===== config.mk =====
export PLATFORM = sky130hd
export DESIGN_NAME = id_hazard_ctrl
export DESIGN_NICKNAME = d
export VERILOG_FILES = /design/src/rtl/id_hazard_ctrl.sv
export SDC_FILE = /design/constraint.sdc
export NUM_CORES = 1
export LEC_CHECK = 0
export ABC_AREA = 0
export BUFFER_PORTS_ARGS = -buffer_cell sky130_fd_sc_hd__buf_2
export CORE_UTILIZATION = 33
export DETAILED_ROUTE_END_ITERATION = 12
export PLACE_DENSITY = 0.52
export SKIP_CTS_REPAIR_TIMING = 1
export SLEW_MARGIN = 10
export SYNTH_ARGS = -nofsm -noshare
export SYNTH_HDL_FRONTEND = slang
export SYNTH_SLANG_ARGS = --single-unit

===== constraint.sdc =====
create_clock -name clk -period 4.15 [get_ports clk]
set_input_delay 0.83 -clock clk [delete_from_list [all_inputs] [get_ports clk]]
set_output_delay 0.83 -clock clk [all_outputs]
set_load 0.005 [all_outputs]

===== src/rtl/id_hazard_ctrl.sv =====
// ID-stage hazard controller: long-latency scoreboard, multi-cycle unit tracking,
// stall/bubble generation and taken-branch flush.
module id_hazard_ctrl #(
  parameter int unsigned MC_LAT  = 4,
  parameter int unsigned REG_NUM = 32
) (
  input  logic               clk,
  input  logic               rst,
  input  logic               id_valid,
  input  logic [4:0]         id_rs1_addr,
  input  logic [4:0]         id_rs2_addr,
  input  logic               id_rs1_used,
  input  logic               id_rs2_used,
  input  logic [4:0]         id_rd_addr,
  input  logic               id_rd_we,
  input  logic               id_is_load,
  input  logic               id_is_mc,
  input  logic               ex_branch_taken,
  input  logic               wb_long_we,
  input  logic [4:0]         wb_rd_addr,
  output logic               pc_stall,
  output logic               ifid_stall,
  output logic               idex_bubble,
  output logic               ifid_flush,
  output logic               idex_flush,
  output logic               mc_busy,
  output logic               mc_done,
  output logic [REG_NUM-1:0] sb_pending
);

  typedef enum logic [0:0] {McIdle, McBusy} mc_state_e;

  mc_state_e          state_q, state_d;
  logic [3:0]         cnt_q, cnt_d;
  logic [REG_NUM-1:0] sb_q, sb_d;
  logic [REG_NUM-1:0] clr_mask, set_mask, eff_sb;
  logic               data_haz, struct_haz, stall_raw, flush, issue;

  // Hazard detection sees this cycle's write-back clears so the consumer is
  // released in the same cycle the producer retires.
  always_comb begin
    clr_mask = '0;
    if (wb_long_we) clr_mask[wb_rd_addr] = 1'b1;
    eff_sb = sb_q & ~clr_mask;

    data_haz = id_valid &
               ((id_rs1_used & (id_rs1_addr != 5'd0) & eff_sb[id_rs1_addr]) |
                (id_rs2_used & (id_rs2_addr != 5'd0) & eff_sb[id_rs2_addr]));
    struct_haz = id_valid & id_is_mc & (state_q == McBusy) & (cnt_q > 4'd1);
    stall_raw  = data_haz | struct_haz;
    flush      = ex_branch_taken & ~rst;
    issue      = id_valid & ~stall_raw & ~ex_branch_taken & ~rst;

    set_mask = '0;
    if (issue && id_rd_we && (id_rd_addr != 5'd0) && (id_is_load || id_is_mc)) begin
      set_mask[id_rd_addr] = 1'b1;
    end
    // Set wins over a same-cycle clear of the same register.
    sb_d    = (sb_q & ~clr_mask) | set_mask;
    sb_d[0] = 1'b0;
  end

  always_comb begin
    state_d = state_q;
    cnt_d   = cnt_q;
    mc_done = 1'b0;
    unique case (state_q)
      McIdle: begin
        if (issue && id_is_mc) begin
          state_d = McBusy;
          cnt_d   = 4'(MC_LAT);
        end
      end
      McBusy: begin
        if (cnt_q == 4'd1) begin
          mc_done = ~rst;
          if (issue && id_is_mc) begin
            cnt_d = 4'(MC_LAT);
          end else begin
            state_d = McIdle;
            cnt_d   = 4'd0;
          end
        end else begin
          cnt_d = cnt_q - 4'd1;
        end
      end
      default: begin
        state_d = McIdle;
        cnt_d   = 4'd0;
      end
    endcase
  end

  always_comb begin
    pc_stall    = stall_raw & ~flush & ~rst;
    ifid_stall  = pc_stall;
    idex_bubble = pc_stall;
    ifid_flush  = flush;
    idex_flush  = flush;
    mc_busy     = (state_q == McBusy) & ~rst;
    sb_pending  = sb_q;
  end

  always_ff @(posedge clk) begin
    if (rst) begin
      state_q <= McIdle;
      cnt_q   <= 4'd0;
      sb_q    <= '0;
    end else begin
      state_q <= state_d;
      cnt_q   <= cnt_d;
      sb_q    <= sb_d;
    end
  end

endmodule


* Yosys cells after proc, flatten, opt, wreduce, memory -nomap -nowiden
Index checks and enable logic that the tools add are counted.
** Storage, ports and cells
- Register bits :: 37
- Bits of input ports :: 30
- Output and inout port bits :: 39
- Word-level logic and storage cells :: 68
** Cells by class
- $add $sub $neg :: 1
- Order comparisons :: 7
- Equality and inequality tests :: 2
- Muxes and demuxes :: 19
- Bitwise gates (word level) :: 25
- Reductions and logical operators :: 10
** Operator list (count)
- 2-to-1 mux 32 bit :: 2
- bitwise AND 32 bit :: 1
- NOT 32 bit :: 1
- bitwise OR 32 bit :: 1
- < comparator 5 x 6 -> 1 bit (second input constant) :: 4
- bitwise AND 1 bit :: 15
- nonzero test 5 bit :: 3
- binary-select mux 1 bit (select 5 bit) :: 2
- demux 1 bit (select 5 bit) :: 2
- >= comparator 5 x 1 -> 1 bit (second input constant) :: 2
- 2-to-1 mux 1 bit :: 8
- 2-to-1 mux 4 bit :: 2
- one-hot mux 4 bit (2 select lines) :: 1
- logical AND 1 bit :: 6
- NOT 1 bit :: 5
- == test 4 x 1 -> 1 bit (second input constant) :: 1
- > comparator 4 x 1 -> 1 bit (second input constant) :: 1
- subtractor 4 x 1 -> 4 bit (second input constant) :: 1
- 2-to-1 mux 3 bit :: 1
- inequality test 2 bit (second input constant) :: 1
- bitwise OR 1 bit :: 2
- one-hot mux 1 bit (2 select lines) :: 1
- logical OR 1 bit :: 1

* Longest topological paths before layout
Gate-level depths: netlist of the first run.
- Word-level depth :: 22
- Gate-level depth with buffers :: 11
- Mapped depth without buffers :: 9

* Worst setup path before layout of the first run
No wires, ideal clock.
- Path type :: input -> output
- Start :: in id_rs1_addr[0]
- End :: out ifid_stall
- Arrival :: 2.749 ns
- Data required time :: 3.320 ns
- Path slack :: 0.571 ns
- Stages on the path :: 11
- Path buffers :: 4
- Path through :: clkbuf_1 > clkbuf_1 > clkbuf_1 > o211ai_1 > o2111ai_1 > o41ai_1 > or3_1 > nand2_1 > nor2_1 > nor2_1 > buf_4
** On the way
- Longest elaborated chain between the ends :: 8
- Elaborated cells on any way between the ends :: 10
- Classes of those cells :: mux: 2; bitwise: 7; reduce/logical: 1
** RTL lines
- start, declared :: RTL line 10 : input logic [4:0] id_rs1_addr,
- binary-select mux 1 bit (select 5 bit) / nonzero test 5 bit (equally long branches) :: RTL line 47 : ((id_rs1_used & (id_rs1_addr != 5'd0) & eff_sb[id_rs1_addr]) |
- 2-to-1 mux 1 bit (implied by the code) / bitwise AND 1 bit (equally long branches) :: RTL line 47
- bitwise AND 1 bit * :: RTL line 47
- bitwise OR 1 bit * :: RTL line 47
- bitwise AND 1 bit * :: RTL line 46 : data_haz = id_valid &
- bitwise OR 1 bit * :: RTL line 50 : stall_raw = data_haz | struct_haz;
- bitwise AND 1 bit * (2 in a row) :: RTL line 95 : pc_stall = stall_raw & ~flush & ~rst;
- end, declared :: RTL line 22 : output logic ifid_stall,
Mark *: on every way between the ends. The rest lies on a longest branch, timed or not. The select of a mux whose other input is x is not followed.

* Final worst setup path of the first run
- Start :: in id_rs2_addr[0]
- End :: out pc_stall
** On the way
- Longest elaborated chain between the ends :: 8
- Elaborated cells on any way between the ends :: 10
- Classes of those cells :: mux: 2; bitwise: 7; reduce/logical: 1
** RTL lines
- start, declared :: RTL line 11 : input logic [4:0] id_rs2_addr,
- binary-select mux 1 bit (select 5 bit) / nonzero test 5 bit (equally long branches) :: RTL line 48 : (id_rs2_used & (id_rs2_addr != 5'd0) & eff_sb[id_rs2_addr]));
- 2-to-1 mux 1 bit (implied by the code) / bitwise AND 1 bit (equally long branches) :: RTL line 48
- bitwise AND 1 bit * :: RTL line 48
- bitwise OR 1 bit * :: RTL line 47
- bitwise AND 1 bit * :: RTL line 46
- bitwise OR 1 bit * :: RTL line 50
- bitwise AND 1 bit * (2 in a row) :: RTL line 95
- end, declared :: RTL line 21 : output logic pc_stall,
Marks and branches as above.

==> metrics list, run 1 <==
- Mean number of vias per cell: 5.881
- Worst-path fanout max: 11
* Cell type contributing the most total cell area after synthesis: sky130_fd_sc_hd__dfxtp_1
- The path class of the tightest hold or removal check is flip-flop to flip-flop.
* Destination of the worst hold path: cnt_q[1]$_SDFFE_PP0P_
- RePlAce Congestion: 0.8992
- The synthesized netlist occupies a cell area of 0.002605 mm^2.
- Cell Chain, Critical Path: buf_2, buf_4, mux2i_1, nor4b_1, or4_1, o32a_1, nor2_1, nor2_1, buf_2
- Among all cell types in the netlist, the one instantiated most often is sky130_fd_sc_hd__dfxtp_1.
- Final routed DRC violation total: 0
* Vias after detailed routing: 2823
- For this run the aggregate overflow at the end of global routing stands at 0.
- Endpoint class of the critical path: output port
- Global routing used 22.08% of the available tracks.
* Syn Nets: 352
- For the final routed database, the setup TNS stands at 0 ps.
- Final hold analysis gives a worst-case slack of 487.2 ps.
- Including well taps, the total number of placed cells is 472.
* Power density normalized to cell area: 257.8 mW/mm^2
* Number of synthesis warnings: 0
- Clock latency on the worst-skew pair, taken at its later pin, is 290 ps.
* Placement Rows: 32
* Reported max-cap violation count: 0
- Clock skew on the completed layout was measured at 3.579 ps.
- Sequential cells were found to cover 27.67% of the synthesized design area.
- IO Count: 69
* Leading post-synthesis cells by instance count: 36 x sky130_fd_sc_hd__dfxtp_1, 23 x sky130_fd_sc_hd__nand2_1, 19 x sky130_fd_sc_hd__nor2_1, 19 x sky130_fd_sc_hd__o21ai_0, 17 x sky130_fd_sc_hd__o211ai_1
* Max-slew violation count: 0
- The floorplan step set the die width to 90.85 um.
* Final critical-path setup slack: 340.6 ps
- After clock tree synthesis, the clock-pin slew on the worst setup and hold paths is 80 ps.
- Data arrival at the endpoint of the critical path: 2980 ps
- Final ANT Viol Nets: 0
- Count of routing violations after the opening detailed-route iteration: 256
- During placement, the flow inserted port buffers numbering 67.
* Synthesized instance count: 320
* Global-route wire length before repair: 14.22 mm
- The startpoint identified for the worst hold timing path is cnt_q[1]$_SDFFE_PP0P_.
* Maximum number of pins on one net before global-route repair: 31
- The root buffer cell chosen for the clock tree is sky130_fd_sc_hd__clkbuf_8.
- After layout, the design draws a total of 0.8006 mW.
- Relative to the synthesized area, the layout overhead comes to 19.21%.
- Routed length per placed instance: 18.81 um
- Flip-flop cell with the highest count after synthesis: sky130_fd_sc_hd__dfxtp_1
* Total half-perimeter wirelength after legalization and detailed placement: 6.756 mm
* CTS buffer count: 5
- In this run the vertical extent of the chip is 90.85 um.
* Cell with the biggest individual delay on the critical path: sky130_fd_sc_hd__or4_1
* Worst Tran Pin Value: 595.0 ps
* Sinks on the clock net: 36
- In the finished design, the share of the clock period the worst path needs comes to 91.79%.
- Proportion of netlist area held by the largest area contributor: 27.67%
* Final setup violating endpoints: 0
- The worst register-to-register path begins at sb_pending[10]$_SDFF_PP0_.
- The repair_antennas step left the layout with diodes totalling 0.
* Startpoint types: input port
- The first TritonRoute pass finished after 7 iterations.
- Initial core utilization: 33.89%
- Total wire length after detailed routing: 9.031 mm
* Layout Cells excl Fill: 480
- The H-tree was split into 2 levels.
* Relative slew margins: 60.20%
- The finished cells cover 0.003105 mm^2.
- Measured in cells, the most critical reg-to-reg path has a length of 8.
* Placement-stage worst setup slack: 358.5 ps
* Post-Syn Area per Cell: 8.141 um^2
* Terminus of the critical flop-to-flop path: sb_pending[11]$_SDFF_PP0_
- The number of endpoints with negative hold slack in the final report is 0.
- The worst path in the final design needs a cycle of 3809 ps, including I/O delays and setup.
* Number of buffers on the longest clock path: 2
- Top area cells in the synthesized netlist: sky130_fd_sc_hd__dfxtp_1 28%, sky130_fd_sc_hd__o211ai_1 4.9%, sky130_fd_sc_hd__o22ai_1 3.8%
* Filler instances: 846
- Count of different cell masters after synthesis: 63
- Antenna violations before repair: 0
- Required time of the worst setup path: 3320 ps
- Reg-to-reg slack, setup: 1430 ps
- RSZ-0062 raised after global routing: false
* Lkg Pwr: 1.151 nW
- Synthesis inferred 36 register bits.
- In this run the standard cell core region covers 0.007687 mm^2.
- Largest stage delay on the critical path: 510 ps
- Max Clk Rate: 0.2625 GHz
- Post-layout net count: 409
- Max VDD drop: 0.0001499 V
- Total placed instance area: 0.002994 mm^2
- Along the worst hold path, the cell count comes to 2.
- Total die area: 0.008253 mm^2
- Final cell utilization of the core: 40.40%
* Clock tree from TritonCTS: done
* Layout cell share with drive strength beyond 1: 27.25%
- The flow ran to the end, and the final reports show no timing, DRC or antenna violations.
- After synthesis, the share of flip-flops with an asynchronous set or reset is 0%.
* Post-synth EDFFs: 0
- Worst Setup Path Type: input port to output port
- The number of global-route vias before repair is 2570.
## kinds of logic (layout without fill, tap and decap cells)
| kind of cell | after synthesis | count (layout) | share of synthesized area, % |
|---|---|---|---|
| other | 1 | 1 | 0.1440 |
| multiplexers | 14 | 14 | 6.628 |
| buffers and inverters | 34 | 92 | 6.148 |
| XOR/XNOR | 4 | 4 | 1.345 |
| adder cells (fa/ha/maj) | 2 | 2 | 0.9605 |
| AND/OR/NAND/NOR | 117 | 117 | 26.95 |
| flip-flops | 36 | 36 | 27.67 |
| AO/OA/AOI/OAI | 112 | 112 | 30.16 |
## registers in the layout, summed over array words and instances (netlist names)
register,flops
state_q,1
cnt_q,4
sb_pending,31
## layer usage
layer,up-vias,share of wire (%),GRT usage (%)
li1,1352,-,-
met3,13,7.8,4.798
met1,1323,46,31.32
met4,0,1.7,7.275
met5,-,0,0
met2,135,44,32.89
## critical path, delay by kind of cell
kind / cells / cell delay [ps]
buffers and inverters: 3 / 650
multiplexers: 1 / 280
AO/OA/AOI/OAI: 1 / 410
AND/OR/NAND/NOR: 4 / 800
## placed cells by master, fill, tap and decap left out, types with 4 or more instances in the layout
cell type,netlist,routed
sky130_fd_sc_hd__buf_4,4,6
sky130_fd_sc_hd__nor2_1,19,19
sky130_fd_sc_hd__nand3b_1,5,5
sky130_fd_sc_hd__a31oi_1,4,4
sky130_fd_sc_hd__o21ai_0,19,19
sky130_fd_sc_hd__o2111ai_1,4,4
sky130_fd_sc_hd__mux2i_1,6,6
sky130_fd_sc_hd__nand3_1,15,15
sky130_fd_sc_hd__dfxtp_1,36,36
sky130_fd_sc_hd__o22ai_2,5,5
sky130_fd_sc_hd__a21oi_1,7,7
sky130_fd_sc_hd__or3_1,5,5
sky130_fd_sc_hd__o21ai_1,11,11
sky130_fd_sc_hd__nor2b_1,9,9
sky130_fd_sc_hd__o22ai_1,16,16
sky130_fd_sc_hd__mux2_2,6,6
sky130_fd_sc_hd__inv_1,11,11
sky130_fd_sc_hd__o211ai_1,17,17
sky130_fd_sc_hd__buf_2,2,67
sky130_fd_sc_hd__clkbuf_8,0,5
sky130_fd_sc_hd__nor3_1,9,9
sky130_fd_sc_hd__nand2_1,23,23
sky130_fd_sc_hd__nand2b_1,8,8
## how the worst max path moves through the flow
stage          cells past startpoint  slack [ps]     endpoint      startpoint
2_1_floorplan                     11         570   ifid_stall  id_rs1_addr[0]
3_3_place_gp                       9         350  idex_bubble  id_rs2_addr[0]
3_5_place_dp                       9         360     pc_stall  id_rs2_addr[0]
4_1_cts                            9         360     pc_stall  id_rs2_addr[0]
5_1_grt                            9         230  idex_bubble  id_rs2_addr[0]
6_report                           9         340     pc_stall  id_rs2_addr[0]
## area by class of cell
class	count	area, um^2	share of cell area [%]
tap	102	127.6	4.110
inverter	11	41.29	1.330
multi-input combinational	250	1724	55.52
timing repair buffer	73	380.4	12.25
clock inverter	3	42.54	1.370
sequential	36	720.7	23.21
clock buffer	5	68.82	2.216
## where the power goes
group	switching, mW	total (mW)	leakage (nW)	internal, mW
logic	0.0859	0.132	0.807	0.0460
registers	0.00246	0.350	0.290	0.348
clock network	0.141	0.319	0.0541	0.178
(Power assumes the default switching activity.)
==> run 2: changes to the inputs <==
- CELL_PAD_IN_SITES_DETAIL_PLACEMENT: default -> 0
- CELL_PAD_IN_SITES_GLOBAL_PLACEMENT: default -> 1
- CORE_MARGIN: default -> 4
- PLACE_DENSITY: 0.52 -> 0.68
==> run 2 against run 1 <==
Against the previous run:
- utilization shrank 0.15 points
- critical path depth is the same
- largest cell class unchanged
- clock skew increased by 4.7 ps
- sequential cell count is the same
- clock power is 1% higher
- worst setup slack lost 51 ps
- count of clock-buffer cells in the layout stayed put
- register-to-register slack better by 50 ps
==> metrics list, run 2 (synthesis gave the netlist of run 1 again) <==
* Status: finished clean
* Final cell utilization of the core: 40.25%
- In this run the worst path has a maximum fanout of 19.
- The number of antenna violations at the first check in global routing was 0.
- Initial core utilization: 33.89%
* Mean number of vias per cell: 5.889
* Sinks on the clock net: 36
* Number of buffer cells added on primary ports: 67
- Vias in the first global route: 2703
* Max-slew violation count: 0
- In this run the core area contains 32 standard-cell rows.
- Power density normalized to cell area: 259.3 mW/mm^2
* Flip-flop count of the largest register after layout: 31
- The clock network is responsible for 40.2% of the overall power.
- For the worst-skew pair, the clock arrives at the later sink with an insertion delay of 300 ps.
* CTS clock-pin slew for the worst setup and hold paths: 80 ps
- Net Sw Power: 0.2286 mW
- Maximum number of pins on one net before global-route repair: 32
- In this run, CTS created clock tree buffers numbering 5.
- The floorplan step defined a die boundary enclosing 0.009379 mm^2.
- Area used by multi-input combinational logic: 0.001724 mm^2
* Global-route wire length before repair: 14.48 mm
- Total grt overflow: 0
* Internal: 0.5736 mW
- Relative slew margins: 62.52%
* Filler instances: 834
- Final routed DRC violation total: 0
* Endpoint class of the critical path: output port
- At the end of the flow, the number of nets in the layout was 407.
- Kind of path behind the tightest hold check: flip-flop to flip-flop
- The first routing iteration left 193 violations.
* Reported max-cap violation count: 0
- Area delta synth->final: 18.78%
- Final setup TNS: 0 ps
- Once detail routing completed, the nets flagged for antenna violations numbered 0.
- Leading cell type in the layout, fill and taps excluded: sky130_fd_sc_hd__buf_2
* Number of buffers on the longest clock path: 2
- The floorplan step set the die height to 96.85 um.
- Routability-driven placement finished with a final weighted congestion of 0.9283.
* Routed length per placed instance: 19.11 um
- STA classifies the critical path startpoint as an input port.
- For the pin with the worst max-slew slack, the measured transition is 560.3 ps.
- Combinational share of power: 16.1%
- Net switching is 28.50% of the power.
- At the worst endpoint, the required time is 3320 ps.
- Cells with a size suffix above 1 make up 26.86% of the layout.
- Lkg Pwr: 1.142 nW
- 69 I/O pins were placed.
- Root buffer cell: sky130_fd_sc_hd__clkbuf_8
- Static timing analysis puts the maximum clock frequency at 0.2590 GHz.
- Final critical path time including I/O delays and setup: 3860 ps
* Register area: 720.7 um^2
- Across the VDD grid, the largest voltage drop is 0.00008658 V.
- The total area inside the core boundary comes to 0.007687 mm^2.
- Most frequent cells in the layout: 67 x sky130_fd_sc_hd__buf_2, 36 x sky130_fd_sc_hd__dfxtp_1, 23 x sky130_fd_sc_hd__nand2_1
- Overall die width: 96.85 um
- Clock skew after layout: 8.233 ps
- OpenSTA, run right after detailed placement, puts the worst setup slack at 280.0 ps.
- Detailed placement finished with a half-perimeter wire length of 7.021 mm.
* Global router's overall resource usage: 18.98%
- Clock tree from TritonCTS: done
- Total wire length after detailed routing: 9.134 mm
- The first TritonRoute pass finished after 4 iterations.
- Ratio of final minimum period to clock period: 93.02%
- STA puts the critical path data arrival time at 3030 ps.
* Hold Fails Final Rpt: 0
* Final setup violating endpoints: 0
- RSZ-0062 raised after global routing: false
- The H-tree generated during clock tree synthesis spans 2 levels.
- Proportion of power drawn by flip-flops and latches: 43.6%
* Ant diodes: 0
* Vias after detailed routing: 2815
- Worst Setup Path Type: input port to output port
* Final critical-path setup slack: 289.6 ps
run 2: worst max-delay path, cell delays in order:
cell	delay (ps)
sky130_fd_sc_hd__buf_2	390
sky130_fd_sc_hd__mux2_2	400
sky130_fd_sc_hd__nand3_1	100
sky130_fd_sc_hd__o22ai_1	80
sky130_fd_sc_hd__or4_1	480
sky130_fd_sc_hd__o32a_1	410
sky130_fd_sc_hd__nor2_1	130
sky130_fd_sc_hd__nor2_1	70
sky130_fd_sc_hd__buf_2	130
run 2: power by group through the flow:
stage	sequential [mW]	clock [mW]	combinational [mW]
final	0.350	0.323	0.129
after global routing	0.351	0.343	0.142
after CTS	0.350	0.332	0.128
after detailed placement	0.358	0	0.128
after global placement	0.358	0	0.128
after floorplan	0.358	0	0.0821
run 2: per-stage QoR:
stage	hold slack, ps	instances	power, mW	cell area, um^2
2_1_floorplan	456.5	320	0.4397	2605
3_3_place_gp	473.7	470	0.4866	2979
3_5_place_dp	478.9	470	0.4860	2979
4_1_cts	490.4	478	0.8104	3094
5_1_grt	520.6	478	0.8356	3094
6_report	486.6	478	0.8023	3094
run 2: layout make-up:
type	count	area share [%]
clock buffer	5	2.224
tap	102	4.125
timing repair buffer	71	11.81
sequential	36	23.29
multi-input combinational	250	55.72
clock inverter	3	1.496
inverter	11	1.334
run 2: path summary, 6_finish.rpt:
kind | start | end | slack [ps] | cells past startpoint
setup / recovery | id_rs2_addr[0] | ifid_stall | 290 | 9
hold reg to reg | cnt_q[1]$_SDFFE_PP0P_ | cnt_q[1]$_SDFFE_PP0P_ | 490 | 2
hold / removal | cnt_q[1]$_SDFFE_PP0P_ | cnt_q[1]$_SDFFE_PP0P_ | 490 | 2
setup reg to reg | sb_pending[2]$_SDFF_PP0_ | sb_pending[15]$_SDFF_PP0_ | 1480 | 8
run 2: routing by layer:
layer / GRT usage (%) / vias up / part of all wire [%]
met1: 27.07 / 1339 / 45
met5: 0 / - / 0
li1: - / 1346 / -
met4: 7.235 / 0 / 3.0
met2: 28.45 / 113 / 45
met3: 3.172 / 17 / 7.3
